**config.mk**
```make
export PLATFORM = sky130hd
export DESIGN_NAME = fetch_unit
export DESIGN_NICKNAME = d
export VERILOG_FILES = /design/src/rtl/fetch_unit.sv
export SDC_FILE = /design/constraint.sdc
export NUM_CORES = 1
export LEC_CHECK = 0
export ABC_AREA = 1
export BUFFER_PORTS_ARGS = -buffer_cell sky130_fd_sc_hd__buf_2
export CORE_MARGIN = 2
export CORE_UTILIZATION = 40
export CTS_CLUSTER_DIAMETER = 80
export DETAILED_ROUTE_END_ITERATION = 8
export SKIP_LAST_GASP = 1
export SLEW_MARGIN = 10
export SYNTH_ARGS = -nofsm -noshare
export SYNTH_HDL_FRONTEND = slang
export SYNTH_SLANG_ARGS = --single-unit
```
**constraint.sdc**
```tcl
create_clock -name clk -period 4.72 [get_ports clk]
set_input_delay 0.944 -clock clk [delete_from_list [all_inputs] [get_ports clk]]
set_output_delay 0.944 -clock clk [all_outputs]
set_load 0.005 [all_outputs]
```
**src/rtl/fetch_unit.sv**
```systemverilog
// Instruction fetch stage. It owns the PC, issues one 32-bit fetch at a time
// over a valid/ready instruction bus, and hands each instruction with its PC to
// the decode stage. It stalls while decode is busy. A redirect replaces the PC
// and squashes any fetch that is still in flight.
module fetch_unit #(
   parameter int unsigned       XLEN     = 64,
   parameter logic [XLEN-1:0]   RESET_PC = 64'h8000_0000
) (
   input  logic            clk,
   input  logic            rst,
   output logic            ibus_req_valid,
   input  logic            ibus_req_ready,
   output logic [XLEN-1:0] ibus_addr,
   input  logic            ibus_resp_valid,
   input  logic [31:0]     ibus_resp_data,
   output logic            if_id_valid,
   output logic [XLEN-1:0] if_id_pc,
   output logic [31:0]     if_id_inst,
   input  logic            id_ready,
   input  logic            redirect_valid,
   input  logic [XLEN-1:0] redirect_pc
);

   localparam logic [31:0] NOP_INST = 32'h0000_0013;

   typedef enum logic [1:0] {S_IDLE, S_REQ, S_WAIT, S_HOLD} state_e;

   state_e          state_q, state_d;
   logic [XLEN-1:0] pc_q, pc_d;
   logic            discard_q, discard_d;
   logic            req_valid_q, req_valid_d;
   logic [XLEN-1:0] addr_q, addr_d;
   logic            if_valid_q, if_valid_d;
   logic [XLEN-1:0] if_pc_q, if_pc_d;
   logic [31:0]     if_inst_q, if_inst_d;

   logic [XLEN-1:0] redirect_tgt;
   logic [XLEN-1:0] pc_next_seq;
   logic            req_hs;

   // Redirect targets are forced to word alignment.
   assign redirect_tgt = redirect_pc & ~XLEN'(3);
   assign pc_next_seq  = pc_q + XLEN'(4);
   assign req_hs       = req_valid_q & ibus_req_ready;

   // Next-state and next-output logic; a redirect takes priority in every state.
   always_comb begin
      // NOTE: every target gets a hold value first, so no path can infer a latch.
      state_d     = state_q;
      pc_d        = pc_q;
      discard_d   = discard_q;
      req_valid_d = req_valid_q;
      addr_d      = addr_q;
      if_valid_d  = if_valid_q;
      if_pc_d     = if_pc_q;
      if_inst_d   = if_inst_q;

      unique case (state_q)
         S_IDLE: begin
            state_d     = S_REQ;
            req_valid_d = 1'b1;
            if (redirect_valid) begin
               pc_d   = redirect_tgt;
               addr_d = redirect_tgt;
            end else begin
               addr_d = pc_q;
            end
         end

         S_REQ: begin
            // An issued request is never retracted. A redirect only marks its
            // response for dropping.
            if (redirect_valid) begin
               pc_d      = redirect_tgt;
               discard_d = 1'b1;
            end
            if (req_hs) begin
               state_d     = S_WAIT;
               req_valid_d = 1'b0;
            end
         end

         S_WAIT: begin
            if (ibus_resp_valid) begin
               if (redirect_valid || discard_q) begin
                  // Stale or squashed response. Refetch from the current PC
                  // or from the new target.
                  discard_d   = 1'b0;
                  state_d     = S_REQ;
                  req_valid_d = 1'b1;
                  pc_d        = redirect_valid ? redirect_tgt : pc_q;
                  addr_d      = redirect_valid ? redirect_tgt : pc_q;
               end else begin
                  state_d    = S_HOLD;
                  if_valid_d = 1'b1;
                  if_pc_d    = addr_q;
                  if_inst_d  = ibus_resp_data;
               end
            end else if (redirect_valid) begin
               pc_d      = redirect_tgt;
               discard_d = 1'b1;
            end
         end

         S_HOLD: begin
            if (redirect_valid) begin
               // The held instruction is squashed even if decode takes it now.
               state_d     = S_REQ;
               if_valid_d  = 1'b0;
               req_valid_d = 1'b1;
               pc_d        = redirect_tgt;
               addr_d      = redirect_tgt;
            end else if (id_ready) begin
               state_d     = S_REQ;
               if_valid_d  = 1'b0;
               req_valid_d = 1'b1;
               pc_d        = pc_next_seq;
               addr_d      = pc_next_seq;
            end
         end

         default: state_d = S_IDLE;
      endcase
   end

   // State and output registers, asynchronously reset to the boot PC and a nop.
   always_ff @(posedge clk or negedge rst) begin
      if (!rst) begin
         state_q     <= S_IDLE;
         pc_q        <= RESET_PC;
         discard_q   <= 1'b0;
         req_valid_q <= 1'b0;
         addr_q      <= RESET_PC;
         if_valid_q  <= 1'b0;
         if_pc_q     <= RESET_PC;
         if_inst_q   <= NOP_INST;
      end else begin
         // NOTE: non-blocking updates make all registers see pre-edge values.
         state_q     <= state_d;
         pc_q        <= pc_d;
         discard_q   <= discard_d;
         req_valid_q <= req_valid_d;
         addr_q      <= addr_d;
         if_valid_q  <= if_valid_d;
         if_pc_q     <= if_pc_d;
         if_inst_q   <= if_inst_d;
      end
   end

   assign ibus_req_valid = req_valid_q;
   assign ibus_addr      = addr_q;
   assign if_id_valid    = if_valid_q;
   assign if_id_pc       = if_pc_q;
   assign if_id_inst     = if_inst_q;

endmodule

```
== Word-level counts from Yosys, hierarchy flattened ==
Index checks and enable logic that the tools add are counted.

* Register bits: 229
* Input bits: 102
* Output and inout bits: 162
* Word-level logic and storage cells: 62

* Bitwise logic cells: 2
* Add/sub/neg operators: 1
* Reductions and logical operators: 13
* Multiplexer cells: 29
* Equality and inequality tests: 9

{| class="wikitable"
|+ Operators with widths
! operator !! count
|-
| 2-to-1 mux 64 bit || 6
|-
| case mux 64 bit (3 select lines) || 2
|-
| adder 64 x 3 -> 64 bit (second input constant) || 1
|-
| 2-to-1 mux 1 bit || 12
|-
| AND reduction 4 bit || 3
|-
| 2-to-1 mux 2 bit || 5
|-
| inequality test 2 bit (second input constant) || 4
|-
| case mux 2 bit (4 select lines) || 1
|-
| inequality test 3 bit (second input constant) || 2
|-
| AND reduction 3 bit || 2
|-
| equality test 2 bit (second input constant) || 2
|-
| case mux 1 bit (2 select lines) || 2
|-
| case mux 1 bit (4 select lines) || 1
|-
| AND reduction 2 bit || 2
|-
| nonzero test 2 bit || 2
|-
| nonzero test 3 bit || 1
|-
| equality test 2 x 1 -> 1 bit (second input constant) || 1
|-
| logical NOT 2 bit || 1
|-
| OR reduction 2 bit || 1
|-
| bitwise AND 1 bit || 1
|-
| logical OR 1 bit || 1
|-
| NOT 1 bit || 1
|}

== Logic depth before layout (Yosys ltp) ==
Gate-level depths: netlist of run 1.

* Depth in word-level cells: 4
* Mapped depth: 14
* Mapped depth without buffers: 12

== Worst setup path before layout of run 1 ==
No wires, ideal clock.

* Path type: input -> register
* From: input redirect_valid
* To: register pc_q[53]
* Path buffers: 2
* Library setup time: 0.117 ns
* Cell stages on the path: 13
* Slack: 2.546 ns
* Arrival time: 2.058 ns
* Data required time: 4.603 ns
* Cell sequence: inv_2 > nand2_4 > inv_2 > buf_6 > nand3_1 > nor3_2 > nor2b_2 > buf_4 > nand3_1 > nand2_1 > nand2_1 > nand2_1 > nand2_1

* Longest elaborated chain between the ends: 4
* Elaborated cells between the ends (all ways): 9
* Classes of those cells: eq/ne: 2; mux: 5; reduce/logical: 2

{| class="wikitable"
|+ RTL lines
! item !! RTL line !! source
|-
| from (decl) || 20 || <nowiki>input logic redirect_valid,</nowiki>
|-
| 2-to-1 mux 64 bit (3 in a row) || -- ||
|-
| case mux 64 bit (3 select lines) || 58 || <nowiki>unique case (state_q)</nowiki>
|-
| to (signal assigned) || 140 || <nowiki>pc_q <= pc_d;</nowiki>
|-
| to (decl) || 29 || <nowiki>logic [XLEN-1:0] pc_q, pc_d;</nowiki>
|}

Several ways; a longest one is shown, not always the timed one. The select of a mux whose other input is x is not followed.
A chain may end at the register's enable or synchronous reset.

== Worst setup path after layout of run 1 ==
* From: register state_q[0]
* To: register pc_q[39]

* Longest elaborated chain between the ends: 3
* Elaborated cells between the ends (all ways): 9
* Classes of those cells: eq/ne: 5; mux: 1; reduce/logical: 3

{| class="wikitable"
|+ RTL lines
! item !! RTL line !! source
|-
| from (decl) || 28 || <nowiki>state_e state_q, state_d;</nowiki>
|-
| from (signal assigned) || 139 || <nowiki>state_q <= state_d;</nowiki>
|-
| equality test 2 x 1 -> 1 bit, or another cell as far along || 58 ||
|-
| OR reduction 2 bit (no source line) / inequality test 3 bit (equally long branches) || -- ||
|-
| case mux 64 bit (3 select lines) / AND reduction 2 bit (equally long branches) || -- ||
|}

Several ways; a longest one is shown, not always the timed one.

==> results of run 1 <==
power groups by stage:
stage	registers, uW	logic [uW]	clock network (uW)
floorplan	3140	1370	0
global placement	3140	2320	0
detailed placement	3160	2370	0
CTS	3130	2390	2050
global route	3230	2700	2120
finish	3130	2330	1990
cells by family (layout without fill, tap and decap cells):
| family | Yosys count | in the layout | synth area share |
|---|---|---|---|
| AO/OA/AOI/OAI | 207 | 207 | 0.0931 |
| multiplexers | 68 | 68 | 0.0673 |
| AND/OR/NAND/NOR | 676 | 676 | 0.255 |
| XOR/XNOR | 1 | 1 | 0.000773 |
| buffers and inverters | 195 | 457 | 0.0716 |
| flip-flops | 229 | 229 | 0.507 |
| adder cells (fa/ha/maj) | 5 | 5 | 0.00552 |
worst max-delay path: stages, from the launching register on:
cell,delay [ns]
dfrtp_1,0.42
inv_1,0.07
ha_1,0.22
nand2_1,0.11
inv_1,0.08
nand2_4,0.47
nand2_1,0.10
buf_4,0.30
inv_2,0.36
buf_4,0.55
nand3_1,0.14
o21ai_0,0.10
registers in the layout, indices dropped and copies added, names as in the netlist:
signal	cells
ibus_addr	64
if_id_valid	1
discard_q	1
state_q	2
if_id_inst	32
ibus_req_valid	1
if_id_pc	64
pc_q	64
per-layer routing:
layer / up-vias / global-route usage
li1: 4956 / -
met4: 2 / 0.0555
met3: 41 / 0.0327
met2: 346 / 0.351
met1: 4738 / 0.305
met5: - / 0
worst paths after layout:
| kind | to | start | slack, ns | cells after the start |
|---|---|---|---|---|
| setup / recovery | pc_q[39] | state_q[0] | 1.65 | 11 |
| hold / removal | if_id_pc[30] | if_id_pc[30] | 0.48 | 2 |
| setup reg to reg | pc_q[39] | state_q[0] | 1.65 | 11 |
| hold reg to reg | if_id_pc[30] | if_id_pc[30] | 0.48 | 2 |
| max in group asynchronous | if_id_inst[4] | rst | 3.14 | 2 |
| min in group asynchronous | if_id_pc[38] | rst | 0.51 | 1 |
cell type report:
class                      instances  share of cell area
clock buffer                      39              0.0560
clock inverter                     8             0.00518
inverter                         140              0.0382
multi-input combinational        957               0.348
sequential                       229               0.417
tap                              378              0.0343
timing repair buffer             270               0.102
through the flow:
step | area (um^2) | utilization | cells | power, uW
after detailed placement | 12900 | 0.464 | 1974 | 5530
after global placement | 12900 | 0.464 | 1974 | 5460
final | 13800 | 0.494 | 2021 | 7460
after global routing | 13800 | 0.494 | 2021 | 8050
after CTS | 13800 | 0.494 | 2021 | 7560
after floorplan | 11300 | - | 1381 | 4510
cells in the final DEF, fill, tap and decap left out, types with 3 or more instances in the layout:
cell,instances
clkbuf_16,27
buf_4,7
nand4_1,29
o21ai_0,134
o21ai_1,43
or2_2,3
nand2_1,440
nand3_1,67
clkinv_2,5
inv_1,134
inv_2,6
buf_2,260
nand3_2,3
nor3_2,3
dfstp_2,6
mux2_2,65
clkbuf_8,5
nor2_1,86
nor2_4,8
nor2_2,7
nor4_1,3
mux2i_1,3
nor3_1,18
a21oi_1,22
ha_1,5
clkbuf_1,7
dfrtp_1,223
==> flow_results.org, run 1 <==
** Routing
- Pre-Repair DR Iteration Count :: 5
- In the detailed route, the total length drawn on met3 is 2.25 mm.
- Number of antenna-violating nets in the routed design :: 0
- After detailed routing, the number of vias per cell comes to 4.99.
- After detailed routing, the total wire length is 32.5 mm.
- Drc violations :: 0
- In the detailed route, the total length drawn on met2 is 14.8 mm.
- Routed wire length per instance :: 16.1 um
- Met1 layer wirelength in the final routing :: 14.7 mm
- For this block, the initial DRC count from the detailed router was 689.
- Top metal layer carrying routed signals :: met5
- Detailed routing inserted a total of 10100 vias.

** Clock tree
- TritonCTS clock tree :: done
- Sink Count :: 229
- Hold bufs inserted after CTS :: 0
- Quantity of gates resized following cts :: 0
- Clock Root Buffer :: clkbuf_16
- TritonCTS created 26 clock buffers.
- In this run the number of H-tree levels came out at 1.
- Number of post-CTS setup repair buffers :: 0
- For the worst-skew pair, the clock arrives at the later sink with an insertion delay of 0.53 ns.
- No sink is reached through more buffers than the 3 on the longest clock path.
- After clock tree synthesis, the clock-pin slew on the worst setup and hold paths is 0.06 ns.

** Die
- The floorplan step set the die width to 172 um.
- IO Pins :: 264
- Standard-cell row count :: 61
- The die is 172 um tall.
- Total Die Area :: 29700 um^2
- Core outline area :: 27900 um^2
- For this configuration, the core starts out at a cell density of 0.407.

** Critical path
- The worst setup path is captured at a flop.
- The worst setup path is of the reg -> reg kind.
- STA puts the critical path data required time at 5.17 ns.
- Category of the worst setup path launch point :: flop
- Crit Path Max Fanout :: 60
- Data arrives at the worst endpoint at 3.51 ns.

** STA
- The clock arrives with 0.00824 ns of skew.
- Slew of the pin with the lowest slew margin :: 1.01 ns
- Tcrit/Tclk final :: 0.650
- Setup repair after global routing left no endpoint under its margin.
- For the final routed database, the setup TNS stands at 0 ns.
- Setup violations remaining at the end of the flow were counted as 0.
- The smallest clock period supported by the final layout is computed as 3.07 ns.
- Number of max-slew violations in the final report :: 0
- Static timing analysis puts the maximum clock frequency at 326 MHz.
- Headroom to the max-slew limit came out at 0.324.
- The count of final hold-check violations was 0.
- Final worst slack :: 1.65 ns
- Across all hold checks on the routed design, the worst slack comes to 0.479 ns.

** Yosys
- For this run, the register share of the synthesized area comes to 0.507.
- Net count after synthesis :: 1488
- The Yosys step of the flow raised 0 warnings.
- Number of cells produced by synthesis :: 1381
- Primary FF master, synth :: dfrtp_1
- Synthesis instantiated 40 different standard cells from the library.
- Post-Syn Area :: 11300 um^2
- Yosys top cell area share :: 0.493
- The synthesized design contains 229 register bits.
- Commonest cells in the synthesized netlist :: nand2_1, dfrtp_1, inv_1, o21ai_0, nor2_1
- The largest total area in the synthesized netlist belongs to dfrtp_1.
- Ranked by total cell area, the synthesized netlist is headed by dfrtp_1, nand2_1, mux2_2.
- Of all flip-flops after synthesis, the portion carrying an async set or reset was 1.00.
- Number of enable-type register cells in the synthesized netlist :: 0
- Dividing the synthesized area by the synthesized cell count gives 8.20 um^2.
- By instance count, the leading cell after synthesis is nand2_1.

** Hold path
- Type of the most critical hold path :: reg -> reg

** Global route
- Largest net degree at the start of global routing :: 126
- Via count of the first global-routing pass :: 9400
- After global routing the overflow that remains totals 0.
- Wire length of the first global-routing pass :: 50.5 mm
- In the global route stage, overall resource usage came out at 0.217.
- The number of antenna violations at the first check in global routing came to 1.

** Power
- Total leakage power :: 0.00718 uW
- The share of total power dissipated in the clock network is 0.267.
- Power spread over the standard cell area amounts to 541 nW/um^2.
- Of the total power, registers draw 0.420.
- Switching share of power :: 0.352
- The worst-case IR drop observed on VDD is 0.287 mV.
- Switching pwr :: 2630 uW
- The share of total power dissipated in combinational logic is 0.313.
- The internal power of the cells totals 4830 uW.

** Final layout
- The layout has 2780 filler cells.
- In the final layout, the share of cells above drive strength 1 is 0.254.
- Relative to the synthesized area, the layout overhead comes to 21.6%.
- Final antenna diode count :: 0
- At the end of the flow, the number of nets in the layout was 1731.
- In the final layout, the multi-input gates occupy 4790 um^2.
- In the final layout, flip-flops and latches occupy 5740 um^2.

** Placed design
- Worst setup slack after placement :: 1.08 ns
- The count of buffers added on input and output ports is 261.
- Sum of net half-perimeters after detailed placement :: 23.5 mm
- At the end of routability-driven placement, the weighted congestion stood at 0.920.

** Run status
- The flow ran to the end, and the final reports show no timing, DRC or antenna violations.

** Flow run
- Count of max-cap constraint violations :: 0
(Power assumes the default switching activity.)
==> inputs of run 2 (changes only) <==
==> constraint.sdc (replaced) <==
create_clock -name clk -period 2.57 [get_ports clk]
set_input_delay 0.514 -clock clk [delete_from_list [all_inputs] [get_ports clk]]
set_output_delay 0.514 -clock clk [all_outputs]
set_load 0.005 [all_outputs]
==> run 2 against run 1 <==
Worst setup slack got worse by 1.4 ns. Register-to-register slack worse by 1.4 ns. Highest routed layer unchanged. First-iteration DRC count up 12%. Critical path type unchanged. Largest cell class unchanged.
==> flow_results.org, run 2 (synthesized netlist as in run 1, its figures left out) <==
** Clock tree
- Clock Root Buffer :: clkbuf_16
- Sink Count :: 229 (unchanged)
- TritonCTS clock tree :: done
- Post-CTS clock slew at the launch and capture registers of the worst setup and hold paths :: 0.06 ns (about the same)
- Total number of H-tree levels :: 1 (unchanged)
- Number of post-CTS setup repair buffers :: 0 (unchanged)
- The clock buffer count from CTS came to 25 (-3.8%).
- The number of buffers between clock root and the deepest sink was 3 (unchanged).
- Insertion delay of the later-clocked pin in the worst-skew pair :: 0.53 ns (about the same)

** Die
- The starting density of the core was 0.407 (unchanged).
- Standard-cell row count :: 61 (unchanged)
- Y dimension of the die :: 172 um (unchanged)
- The number of primary I/O pins came to 264 (unchanged).
- The area of the die came to 29700 um^2 (unchanged).
- Die width :: 172 um (unchanged)
- Core outline area :: 27900 um^2 (unchanged)

** STA
- Tcrit/Tclk final :: 0.904 (+0.254)
- The achievable clock frequency was 430 MHz (+32%).
- Clock Skew :: 0.0126 ns (+0.00437 ns)
- Rel. slew slack :: 0.592 (+0.268)
- The total negative slack was 0 ns (unchanged).
- The number of setup violations in the final report came to 0 (unchanged).
- The transition at the pin with the smallest max-transition slack came to 0.612 ns (-0.402 ns).
- Setup repair after global routing left no endpoint under its margin.
- Final hold vios :: 0 (unchanged)
- The final period demand of the worst path is 2.32 ns (-0.743 ns).
- Number of max-slew violations in the final report :: 0 (unchanged)

** Routing
- The total vias in the final route was 10100 (+0.089%).
- Pre-Repair DR Iteration Count :: 5 (unchanged)
- The vias per cell was 4.96 (-0.55%).
- The count of nets left with antenna violations after detail routing is 0 (unchanged).
- The detailed-route wire length per cell was 16.1 um (+0.29%).
- The detailed-route wire length came to 32.8 mm (+0.93%).
- Starting DRT DRC Count :: 774 (+12%)
- Drc violations :: 0 (unchanged)

** Power
- Maximum ir drop on the vdd rail :: 0.598 mV (+110%)
- Total leakage power :: 0.00727 uW (+1.4%)
- Power density relative to cell area :: 992 nW/um^2 (+83%)

** Placed design
- RePlAce Congestion :: 0.898 (-2.4%)
- The count of buffers inserted at the top-level ports was 261 (unchanged).
- Number of instances in the placed design :: 1987 (+0.66%)
- Placed Area :: 13100 um^2 (+1.3%)
- Sum of net half-perimeters after detailed placement :: 23.6 mm (+0.42%)

** Final layout
- Fin cells :: 2034 (+0.64%)
- Filler cells :: 2738 (-1.5%)
- The total number of nets in the final design is 1744 (+0.75%).
- Leaving out fill and tap cells, the most frequent cells in the layout are nand2_1, buf_2, dfrtp_1.
- The share of layout cells above drive strength 1 is 0.260 (+0.00512).
- Compared with the post-synthesis result, the final layout area differs by 23.1%.
- The library cell used most frequently in the layout, excluding fill and tap cells, is nand2_1.
- The final instance area was 13900 um^2 (+1.3%).

** Critical path
- Worst R2R Path Depth :: 10 (-1)
- Worst stage delay on the critical path :: 0.42 ns (-0.13 ns)
- Gate family responsible for the most delay along the worst path :: simple AND/OR/NAND/NOR gates
- The data required time of the worst path came to 3.04 ns (-2.13 ns).
- STA classifies the critical path startpoint as a flop.
- The critical path in this run is classified as reg -> reg.
- Critical Path, Cell by Cell :: ha_1 > buf_4 > inv_1 > nor3_1 > nand4_1 > nor2_1 > nand2_1 > o21ai_0 > nand2_1 > nand2_1
- The most numerous cell type found on the critical path is nand2_1.
- The setup slack of the most critical reg-to-reg path is 0.25 ns (-1.41 ns).
- Crit Path Max Fanout :: 7 (-88%)
- The critical path arrival is 2.79 ns (-0.72 ns).
- The startpoint identified for the worst register-to-register timing path is state_q[0].
- First element of the critical path :: state_q[0]
- Critical Path Sink Type :: flop
- Crit path buffers/inverters :: 2 (-3)
- R2r endpoint :: ibus_addr[63]
- Slowest cell on the critical path :: dfrtp_1

** Global route
- Largest net degree at the start of global routing :: 128 (+1.6%)
- Gr ovfl total :: 0 (unchanged)
- Number of antenna violations at the first check in global routing :: 5 (+4)
- The global-route usage over all layers is 0.218 (+0.00136).
- Wire length of the first global-routing pass :: 50.8 mm (+0.59%)
- Via count of the first global-routing pass :: 9545 (+1.5%)

** Run status
- Status :: finished clean

** Hold path
- Sink of the worst hold path :: if_id_inst[26]
- Hold-critical path depth :: 2 (unchanged)
- Type of the most critical hold path :: in -> reg
- The startpoint identified for the worst hold timing path is ibus_resp_data[26].

** Flow run
- Count of max-cap constraint violations :: 0 (unchanged)
[run 2: cell types whose count changed in the layout (fill, tap and decap cells not counted), sizes merged]
cell and change:
inv +1, clkbuf -8, clkinv +1, diode +3, dlygate4sd3 +1, bufinv +3, buf +13, clkinvlp -1
[run 2: power by group]
part	leakage [uW]	switching (uW)	internal (uW)
Combinational	0.00397	2480	1900
Sequential	0.00289	849	4900
Clock	0.000410	1490	2210
[run 2: layout make-up]
cell class	instances	area, um^2	share of cell area
clock inverter	12	168	0.0120
antenna	3	7.51	0.000538
tap	378	473	0.0339
inverter	140	526	0.0377
sequential	229	5740	0.411
timing repair buffer	284	1590	0.114
clock buffer	31	658	0.0472
multi-input combinational	957	4790	0.343
[run 2: per-layer routing]
metal / routed length (um) / track usage / vias up
met1: 14900 / 0.304 / 4735
met4: 668 / 0.0614 / 4
met5: 21 / 0 / -
met3: 2370 / 0.0403 / 47
li1: - / - / 4989
met2: 14800 / 0.348 / 317
[run 2: timing repair]
item,4_1_cts,5_1_grt
hold buffers,1,0
hold endpoints to repair,55,0
resized for setup,0,0
endpoints found under the setup margin,0,0
[run 2: worst max path at each step]
stage | endpoint | depth (start not counted)
2_1_floorplan | ibus_addr[38] | 13
4_1_cts | ibus_addr[44] | 10
3_3_place_gp | ibus_addr[44] | 11
5_1_grt | pc_q[50] | 10
6_report | ibus_addr[63] | 10
3_5_place_dp | ibus_addr[44] | 11
[run 2: metrics by stage]
stage	setup WS [ns]	hold WS (ns)	utilization	total power [uW]
6_report	0.247	0.213	0.501	13800
4_1_cts	0.323	0.197	0.500	14000
3_3_place_gp	0.306	0.462	0.470	10100
3_5_place_dp	0.265	0.468	0.470	10300
2_1_floorplan	0.754	0.218	-	8280
5_1_grt	0.0417	0.202	0.501	14900
